`config.mk`:
```
export PLATFORM = sky130hd
export DESIGN_NAME = add4_accum_seq_flat
export DESIGN_NICKNAME = d
export VERILOG_FILES = /design/src/rtl/add4_accum_seq_if.sv /design/src/rtl/add4_accum_seq.sv /design/src/flat_wrapper.sv
export SDC_FILE = /design/constraint.sdc
export NUM_CORES = 1
export LEC_CHECK = 0
export ABC_AREA = 1
export CELL_PAD_IN_SITES_DETAIL_PLACEMENT = 0
export CELL_PAD_IN_SITES_GLOBAL_PLACEMENT = 1
export CORE_MARGIN = 2
export CORE_UTILIZATION = 48
export DETAILED_ROUTE_END_ITERATION = 16
export DONT_BUFFER_PORTS = 1
export PLACE_DENSITY = 0.95
export SYNTH_ARGS = -nofsm -noshare
export SYNTH_HDL_FRONTEND = slang
export SYNTH_SLANG_ARGS = --single-unit
```
`constraint.sdc`:
```
create_clock -name clk -period 7.2 [get_ports clk]
set_clock_uncertainty 0.2 [all_clocks]
set_input_delay 1.08 -clock clk [delete_from_list [all_inputs] [get_ports clk]]
set_output_delay 1.08 -clock clk [all_outputs]
set_load 0.02 [all_outputs]
```
`src/rtl/add4_accum_seq_if.sv`:
```
// Input beat stream and result stream of the neuron accumulator.
// The master side feeds beats and consumes results; the slave side is the accumulator.
interface add4_accum_seq_if #(
    parameter int WIDTH_IN  = 8,
    parameter int ACC_WIDTH = 16
);
    logic                        in_valid;
    logic                        in_ready;
    logic signed [WIDTH_IN-1:0]  in_data0;
    logic signed [WIDTH_IN-1:0]  in_data1;
    logic signed [WIDTH_IN-1:0]  in_data2;
    logic signed [WIDTH_IN-1:0]  in_data3;
    logic                        out_valid;
    logic                        out_ready;
    logic signed [ACC_WIDTH-1:0] out_acc;
    logic                        out_bit;

    modport master (
        output in_valid, in_data0, in_data1, in_data2, in_data3, out_ready,
        input  in_ready, out_valid, out_acc, out_bit
    );

    modport slave (
        input  in_valid, in_data0, in_data1, in_data2, in_data3, out_ready,
        output in_ready, out_valid, out_acc, out_bit
    );
endinterface

```
`src/rtl/add4_accum_seq.sv`:
```
// Drives one registered add4 tree beat by beat and accumulates its sums (saturating)
// into a BNN neuron pre-activation plus a thresholded activation bit.
module add4_accum_seq #(
    parameter int WIDTH_IN  = 8,
    parameter int ACC_WIDTH = 16
) (
    input  logic                        clk,
    input  logic                        rst_n,
    input  logic [7:0]                  cfg_beats,
    input  logic signed [ACC_WIDTH-1:0] cfg_threshold,
    add4_accum_seq_if.slave             bus,
    output logic signed [WIDTH_IN-1:0]  add_in0,
    output logic signed [WIDTH_IN-1:0]  add_in1,
    output logic signed [WIDTH_IN-1:0]  add_in2,
    output logic signed [WIDTH_IN-1:0]  add_in3,
    input  logic signed [WIDTH_IN+1:0]  add_sum
);

    typedef enum logic [1:0] {
        IDLE  = 2'd0,
        ACCUM = 2'd1,
        DRAIN = 2'd2,
        OUT   = 2'd3
    } state_t;

    state_t                      state;
    state_t                      state_next;
    logic [7:0]                  beats;
    logic [7:0]                  count;
    logic signed [ACC_WIDTH-1:0] threshold;
    logic signed [ACC_WIDTH-1:0] acc;
    logic signed [ACC_WIDTH-1:0] acc_next;
    logic signed [ACC_WIDTH:0]   acc_wide;
    logic signed [ACC_WIDTH-1:0] out_acc_q;
    logic                        out_bit_q;
    logic                        sum_valid;
    logic                        hs;
    logic                        out_hs;
    logic                        last_beat;
    logic                        start;

    function automatic logic signed [ACC_WIDTH-1:0] sat(input logic signed [ACC_WIDTH:0] v);
        logic signed [ACC_WIDTH-1:0] r;
        if (v[ACC_WIDTH] != v[ACC_WIDTH-1])
            r = v[ACC_WIDTH] ? {1'b1, {(ACC_WIDTH-1){1'b0}}} : {1'b0, {(ACC_WIDTH-1){1'b1}}};
        else
            r = v[ACC_WIDTH-1:0];
        return r;
    endfunction

    assign hs        = bus.in_valid && (state == ACCUM);
    assign out_hs    = bus.out_ready && (state == OUT);
    assign last_beat = hs && ((count + 8'd1) == beats);
    // A neuron starts either from IDLE or straight out of a consumed result.
    assign start     = (state == IDLE) || out_hs;

    assign add_in0 = hs ? bus.in_data0 : '0;
    assign add_in1 = hs ? bus.in_data1 : '0;
    assign add_in2 = hs ? bus.in_data2 : '0;
    assign add_in3 = hs ? bus.in_data3 : '0;

    assign acc_wide = $signed({acc[ACC_WIDTH-1], acc})
                    + $signed({{(ACC_WIDTH-WIDTH_IN-1){add_sum[WIDTH_IN+1]}}, add_sum});
    assign acc_next = sum_valid ? sat(acc_wide) : acc;

    assign bus.out_acc = out_acc_q;
    assign bus.out_bit = out_bit_q;

    always_ff @(posedge clk) begin
        if (!rst_n)
            state <= IDLE;
        else
            state <= state_next;
    end

    always_comb begin
        state_next    = state;
        bus.in_ready  = 1'b0;
        bus.out_valid = 1'b0;
        unique case (state)
            IDLE:  state_next = ACCUM;
            ACCUM: begin
                bus.in_ready = 1'b1;
                if (last_beat)
                    state_next = DRAIN;
            end
            DRAIN: state_next = OUT;
            OUT: begin
                bus.out_valid = 1'b1;
                if (bus.out_ready)
                    state_next = ACCUM;
            end
            default: state_next = IDLE;
        endcase
    end

    // Stage boundary: adder output (1-cycle latency) folds into acc one cycle after its beat.
    always_ff @(posedge clk) begin
        if (!rst_n) begin
            beats     <= 8'd1;
            threshold <= '0;
            count     <= '0;
            acc       <= '0;
            sum_valid <= 1'b0;
            out_acc_q <= '0;
            out_bit_q <= 1'b0;
        end else begin
            sum_valid <= hs;
            if (start) begin
                beats     <= (cfg_beats == 8'd0) ? 8'd1 : cfg_beats;
                threshold <= cfg_threshold;
                count     <= '0;
                acc       <= '0;
            end else begin
                if (hs)
                    count <= count + 8'd1;
                acc <= acc_next;
            end
            if (state == DRAIN) begin
                out_acc_q <= acc_next;
                out_bit_q <= (acc_next >= threshold);
            end
        end
    end

endmodule

```
`src/flat_wrapper.sv`:
```
// flat-port wrapper written by rule: the top's interface ports become plain ports
module add4_accum_seq_flat 
#(
    parameter int WIDTH_IN  = 8,
    parameter int ACC_WIDTH = 16
)
  (clk, rst_n, cfg_beats, cfg_threshold, add_in0, add_in1, add_in2, add_in3, add_sum, bus_in_valid, bus_in_data0, bus_in_data1, bus_in_data2, bus_in_data3, bus_out_ready, bus_in_ready, bus_out_valid, bus_out_acc, bus_out_bit);
  add4_accum_seq_if #(.WIDTH_IN(WIDTH_IN), .ACC_WIDTH(ACC_WIDTH)) bus_i ();
  input  logic clk;
  input  logic rst_n;
  input  logic [7:0] cfg_beats;
  input  logic signed [ACC_WIDTH-1:0] cfg_threshold;
  output logic signed [WIDTH_IN-1:0] add_in0;
  output logic signed [WIDTH_IN-1:0] add_in1;
  output logic signed [WIDTH_IN-1:0] add_in2;
  output logic signed [WIDTH_IN-1:0] add_in3;
  input  logic signed [WIDTH_IN+1:0] add_sum;
  input wire logic [$bits(bus_i.in_valid)-1:0] bus_in_valid;
  input wire logic [$bits(bus_i.in_data0)-1:0] bus_in_data0;
  input wire logic [$bits(bus_i.in_data1)-1:0] bus_in_data1;
  input wire logic [$bits(bus_i.in_data2)-1:0] bus_in_data2;
  input wire logic [$bits(bus_i.in_data3)-1:0] bus_in_data3;
  input wire logic [$bits(bus_i.out_ready)-1:0] bus_out_ready;
  output wire logic [$bits(bus_i.in_ready)-1:0] bus_in_ready;
  output wire logic [$bits(bus_i.out_valid)-1:0] bus_out_valid;
  output wire logic [$bits(bus_i.out_acc)-1:0] bus_out_acc;
  output wire logic [$bits(bus_i.out_bit)-1:0] bus_out_bit;
  assign bus_i.in_valid = bus_in_valid;
  assign bus_i.in_data0 = bus_in_data0;
  assign bus_i.in_data1 = bus_in_data1;
  assign bus_i.in_data2 = bus_in_data2;
  assign bus_i.in_data3 = bus_in_data3;
  assign bus_i.out_ready = bus_out_ready;
  assign bus_in_ready = bus_i.in_ready;
  assign bus_out_valid = bus_i.out_valid;
  assign bus_out_acc = bus_i.out_acc;
  assign bus_out_bit = bus_i.out_bit;
  add4_accum_seq #(.WIDTH_IN(WIDTH_IN), .ACC_WIDTH(ACC_WIDTH)) u_core (.clk(clk), .rst_n(rst_n), .cfg_beats(cfg_beats), .cfg_threshold(cfg_threshold), .bus(bus_i), .add_in0(add_in0), .add_in1(add_in1), .add_in2(add_in2), .add_in3(add_in3), .add_sum(add_sum));
endmodule
```
# --- Word-level counts from Yosys, hierarchy flattened ---
# Index checks and enable logic that the tools add are counted.
word_totals:
  regBits: 68
  latch_bits: 0
  ram_bits: 0
  mem_bits_ro: 0
  inputBits: 70
  output_inout_bits: 51
  word_cells: 40
  memories: 0
op_classes:
  add_sub_neg: 2
  mul: 0
  div_mod_pow: 0
  n_lt_le_gt_ge: 1
  eq_ne: 7
  shifts: 0
  mux: 13
  n_bitwise: 1
  reduce_logical: 8
ops:
  columns: ["operator", "count"]
  rows:
  - ["$mux 16", 3]
  - ["$mux 8", 5]
  - ["$add 16x10->17", 1]
  - ["$ge 16x16->1", 1]
  - ["$add 8x1->8 const B", 1]
  - ["$eq 8x8->1", 1]
  - ["$logic_not 8->1", 1]
  - ["$pmux 2 s4", 1]
  - ["$eq 2x2->1 const B", 2]
  - ["$mux 2", 2]
  - ["$logic_and 1x1->1", 3]
  - ["$eq 2x1->1 const B", 1]
  - ["$logic_not 2->1", 1]
  - ["$mux 1", 2]
  - ["$ne 2x1->1 const B", 1]
  - ["$ne 2x2->1 const B", 1]
  - ["$reduce_and 2->1", 1]
  - ["$reduce_or 2->1", 1]
  - ["$logic_or 1x1->1", 1]
  - ["$ne 1x1->1", 1]
  - ["$not 1->1", 1]

# --- Logic depth before layout (Yosys ltp) ---
depth:
  ltp_word: 5
  depth_mapped: 29
  mapped_depth_nobuf: 28

# --- Worst setup path after synthesis ---
# Ideal clock, no wire load.
synth_timing:
  path_kind: "input-to-reg"
  from: "in add_sum[0]"
  to: "reg u_core.out_bit_q (netlist: u_core.bus.out_bit)"
  setup_ns: 0.115
  arrival_time_ns: 4.375
  required_ns: 6.885
  setup_slack_ns: 2.510
  path_stages: 27
  n_path_buf: 1
  path_cell_list: "ha_1 -> inv_1 -> fa_1 -> inv_1 -> nand2_1 -> nand2_1 -> nand3_1 -> nand2_1 -> nand2_1 -> nand2_1 -> nand2_1 -> and2_2 -> ha_1 -> inv_1 -> clkbuf_1 -> nand3b_1 -> nand3_2 -> nand2_1 -> ha_1 -> nand2_1 -> nor2_1 -> a21boi_0 -> o21bai_1 -> nand3b_1 -> nand2_1 -> o21ai_0 -> inv_1"
synth_via:
  elab_chain_len: 5
  elab_cells_between_ends: 6
  cone_classes: "add/sub (1); order compare (1); eq/ne (1); mux (3)"
synth_rtl:
  columns: ["element", "line_no", "text"]
  rows:
  - ["start: declaration", "flat_wrapper.sv:17", "input logic signed [WIDTH_IN+1:0] add_sum;"]
  - ["$add 16x10->17 *", "add4_accum_seq.sv:63", "+ $signed({{(ACC_WIDTH-WIDTH_IN-1){add_sum[WIDTH_IN+1]}}, add_sum});"]
  - ["$mux 16 or $ne 1x1->1 (tied branches)", "add4_accum_seq.sv:45, add4_accum_seq.sv:44", null]
  - ["$mux 16 *", "add4_accum_seq.sv:44", "if (v[ACC_WIDTH] != v[ACC_WIDTH-1])"]
  - ["$mux 16 *", "add4_accum_seq.sv:64", "assign acc_next = sum_valid ? sat(acc_wide) : acc;"]
  - ["net u_core.acc_next[7]", "add4_accum_seq.sv:32", "logic signed [ACC_WIDTH-1:0] acc_next;"]
  - ["$ge 16x16->1 *", "add4_accum_seq.sv:121", "out_bit_q <= (acc_next >= threshold);"]
  - ["end signal: assignment", "add4_accum_seq.sv:121", null]
  - ["end: declaration", "add4_accum_seq.sv:35", "logic out_bit_q;"]
# Mark *: on every way through the listed nets, which the timed path passes. The rest lies on a longest branch.
# A chain may end at the register's enable or synchronous reset.

# --- Worst setup path in the final report ---
# Ends and elaborated chain as after synthesis.

==> results.sh <==
export IMPL_synth_area_mm2=0.00479
export IMPL_drc=0
export IMPL_relSlewSlack_pct=47.8
export IMPL_grt_pass1_wl_mm=19.0
export IMPL_crit_type="in2reg"
export IMPL_pin_count=121
export IMPL_fp_dieArea_mm2=0.0108
export IMPL_htreeDepth=3
export IMPL_multiInputGateArea_mm2=0.00271
export IMPL_antenna_left=0
export IMPL_clkLatencyLatePin_ns=0.34
export IMPL_placed_cell_area_mm2=0.00484
export IMPL_hold_path_class="reg2reg"
export IMPL_hold_start="u_core.threshold[10]"
export IMPL_hpwl_mm=9.13
export IMPL_gr_total_overflow=0
export IMPL_cap_violations=0
export IMPL_critPathLaunchType="primary input"
export IMPL_clock_path_buffers=2
export IMPL_die_x_um=104
export IMPL_sw_frac_of_total_pct=44.0
export IMPL_power_frac_comb_pct=41.6
export IMPL_power_frac_seq_pct=35.9
export IMPL_drt_iter0_markers=185
export IMPL_synth_top_area_share_pct=28.4
export IMPL_status="finished clean"
export IMPL_utilization_pct=52.1
export IMPL_preCtsSetupSlack_ns=2.01
export IMPL_diodes=0
export IMPL_synth_cells=758
export IMPL_ys_ff_latch=68
export IMPL_maxSlewViolCount=0
export IMPL_totalWireLength_mm=11.4
export IMPL_min_period_ns=4.86
export IMPL_critPathMaxFanout=14
export IMPL_yosysTopAreaCell="dfxtp_1"
export IMPL_drive_above_1_share_pct=4.77
export IMPL_grt_start_max_net_pins=46
export IMPL_clkSlewWorstSetupHoldPaths_ns=0.07
export IMPL_met3_length_um=578
export IMPL_grt_pass1_vias=4071
export IMPL_met1Wirelength_mm=5.42
export IMPL_holdPathStages=2
export IMPL_holdBufCountCts=0
export IMPL_period_share_pct=67.4
export IMPL_p_per_area_mw_per_mm2=311
export IMPL_post_cts_buffers=0
export IMPL_p_int_mw=0.883
export IMPL_cts_tree="done"
export IMPL_cp_arrival_ns=4.89
export IMPL_vias=4349
export IMPL_synth_area_leaders="dfxtp_1 (28%), nand2_1 (14%), inv_1 (12%), ha_1 (10%), nor2_1 (7.5%)"
export IMPL_track_usage_pct=21.2
export IMPL_root_buffer="clkbuf_8"
export IMPL_hold_violations=0
export IMPL_coreArea_mm2=0.00973
export IMPL_area_growth_pct=5.66
export IMPL_r2r_end="u_core.bus.out_bit"
export IMPL_whs_endpoint="u_core.threshold[10]"
export IMPL_vias_per_cell=4.90
export IMPL_first_pass_iters=4
export IMPL_r2r_setup_slack_ns=2.72
export IMPL_setup_viol=0
export IMPL_avgRoutedWirePerCell_um=12.9
export IMPL_r2r_start="u_core.acc[0]"
export IMPL_regArea_mm2=0.00136
export IMPL_ys_seq_area_share_pct=28.4
export IMPL_fin_tns_setup_ns=0
export IMPL_ys_warn_count=0
export IMPL_gp_congestion=0.891
export IMPL_reg2regPathDepth=28
export IMPL_avgSynthCellArea_um2=6.33
export IMPL_cts_inserted_buffers=9
export IMPL_clock_sinks=68
export IMPL_fmaxAchievable_mhz=206
export IMPL_initial_utilization_pct=49.3
export IMPL_synth_distinct_cells=38
export IMPL_power_mw=1.58
export IMPL_nets=860
export IMPL_port_buffers=0
export IMPL_antenna_found_initial=0
export IMPL_p_sw_mw=0.694
export IMPL_fillers=1016
export IMPL_wl_met2_mm=5.29
export IMPL_synth_nets=869
export IMPL_static_leakage_power_nw=2.73
export IMPL_clock_power_share_pct=22.5
export IMPL_worst_slack_ns=2.34
export IMPL_ir_worst_vdd_v=0.000358
export IMPL_die_h_um=104
export IMPL_fin_area_mm2=0.00507
export IMPL_num_rows=36
export IMPL_routed_top_layer="met4"
export IMPL_rsz0062_at_grt="false"
export IMPL_worstSetupEndpointType="flop"
export IMPL_critical_path_required_ns=7.23
export IMPL_worstMarginPinSlew_ns=0.782
export IMPL_cts_resized=0
worst max-delay path by stage:
stage / start / end / slack, ns / cells after the start
after floorplan: add_sum[0] / u_core.bus.out_bit / 2.51 / 27
after global placement: add_sum[0] / u_core.bus.out_bit / 2.13 / 28
after detailed placement: add_sum[0] / u_core.bus.out_bit / 2.01 / 28
after CTS: add_sum[0] / u_core.bus.out_bit / 2.37 / 28
after global routing: add_sum[0] / u_core.bus.out_bit / 1.99 / 28
final: add_sum[0] / u_core.bus.out_bit / 2.34 / 28
layer usage:
layer  track usage [%]  up-vias
met3              4.45       13
met5                 0        -
met2              35.0       89
met4              5.21        0
li1                  -     2334
met1              28.3     1913
power by group through the flow:
stage | clock, mW | combinational (mW) | sequential (mW)
2_1_floorplan | 0 | 0.558 | 0.552
3_3_place_gp | 0 | 0.641 | 0.574
3_5_place_dp | 0 | 0.656 | 0.576
4_1_cts | 0.361 | 0.660 | 0.567
5_1_grt | 0.380 | 0.758 | 0.579
6_report | 0.355 | 0.657 | 0.566
per-stage QoR:
| stage | hold WS [ns] | std cells |
|---|---|---|
| finish | 0.264 | 887 |
| global placement | 0.255 | 871 |
| detailed placement | 0.257 | 871 |
| CTS | 0.269 | 887 |
| floorplan | 0.235 | 758 |
| global route | 0.297 | 887 |
cells in the final DEF, fill, tap and decap left out, types with 3 or more instances in the layout:
cell and count:
clkbuf_8 10, xor2_1 6, o21bai_1 3, inv_1 152, dfxtp_1 68, nand3_2 8
nand2_1 179, nor2_1 96, buf_4 3, nand4_1 6, clkinvlp_4 3, a21oi_1 65
nand3_1 50, ha_1 40, o21ai_0 37, nand3_4 4
synth_stat cells (all sizes together):
cell type    number
a211oi            1
a21boi            2
a21oi            65
a31oi             1
and2              3
buf               5
clkbuf           17
clkinv            2
dfxtp            68
dlygate4sd1       1
fa                1
ha               40
inv             152
nand2           180
nand3            62
nand3b            2
nand4             6
nor2             97
nor3              3
nor4              1
o2111ai           1
o211ai            1
o21ai            37
o21bai            3
xnor2             1
xor2              6
critical path, cell delays in order:
cell	delay [ns]
ha_1	0.17
inv_1	0.06
fa_1	0.36
inv_1	0.10
nand2_1	0.07
nand2_1	0.08
nand3_1	0.08
nand2_1	0.14
nand2_1	0.09
nand2_1	0.07
nand2_1	0.09
and2_2	0.20
ha_1	0.33
inv_1	0.32
a21oi_1	0.11
nand2_1	0.10
nand2_1	0.11
ha_1	0.31
inv_1	0.06
nor2_1	0.04
o21ai_0	0.19
a21boi_0	0.12
o21bai_1	0.21
nand2_1	0.07
nand2_1	0.06
nand2_1	0.04
o21ai_0	0.15
inv_1	0.05
state kept, by name (all words and copies together) (netlist names):
register,cells
u_core.acc,16
u_core.bus.out_acc,16
u_core.threshold,16
u_core.beats,8
u_core.count,8
u_core.state,2
u_core.bus.out_bit,1
u_core.sum_valid,1
area by class of cell:
type                    instances  area share [%]
clock buffers                  10            2.72
clock inverters                 6            1.73
inverters                     154            11.4
multi-input cells             513            53.5
flip-flops and latches         68            26.9
well taps                     133            3.28
repair buffers                  3           0.445
cell families after synthesis:
group / count (synthesis) / synth area share (%)
AND/OR/NAND/NOR: 354 / 32.3
buffers and inverters: 177 / 15.0
AO/OA/AOI/OAI: 111 / 12.1
flip-flops: 68 / 28.4
adder cells (fa/ha/maj): 41 / 10.9
XOR/XNOR: 7 / 1.28
(Power assumes the default switching activity.)
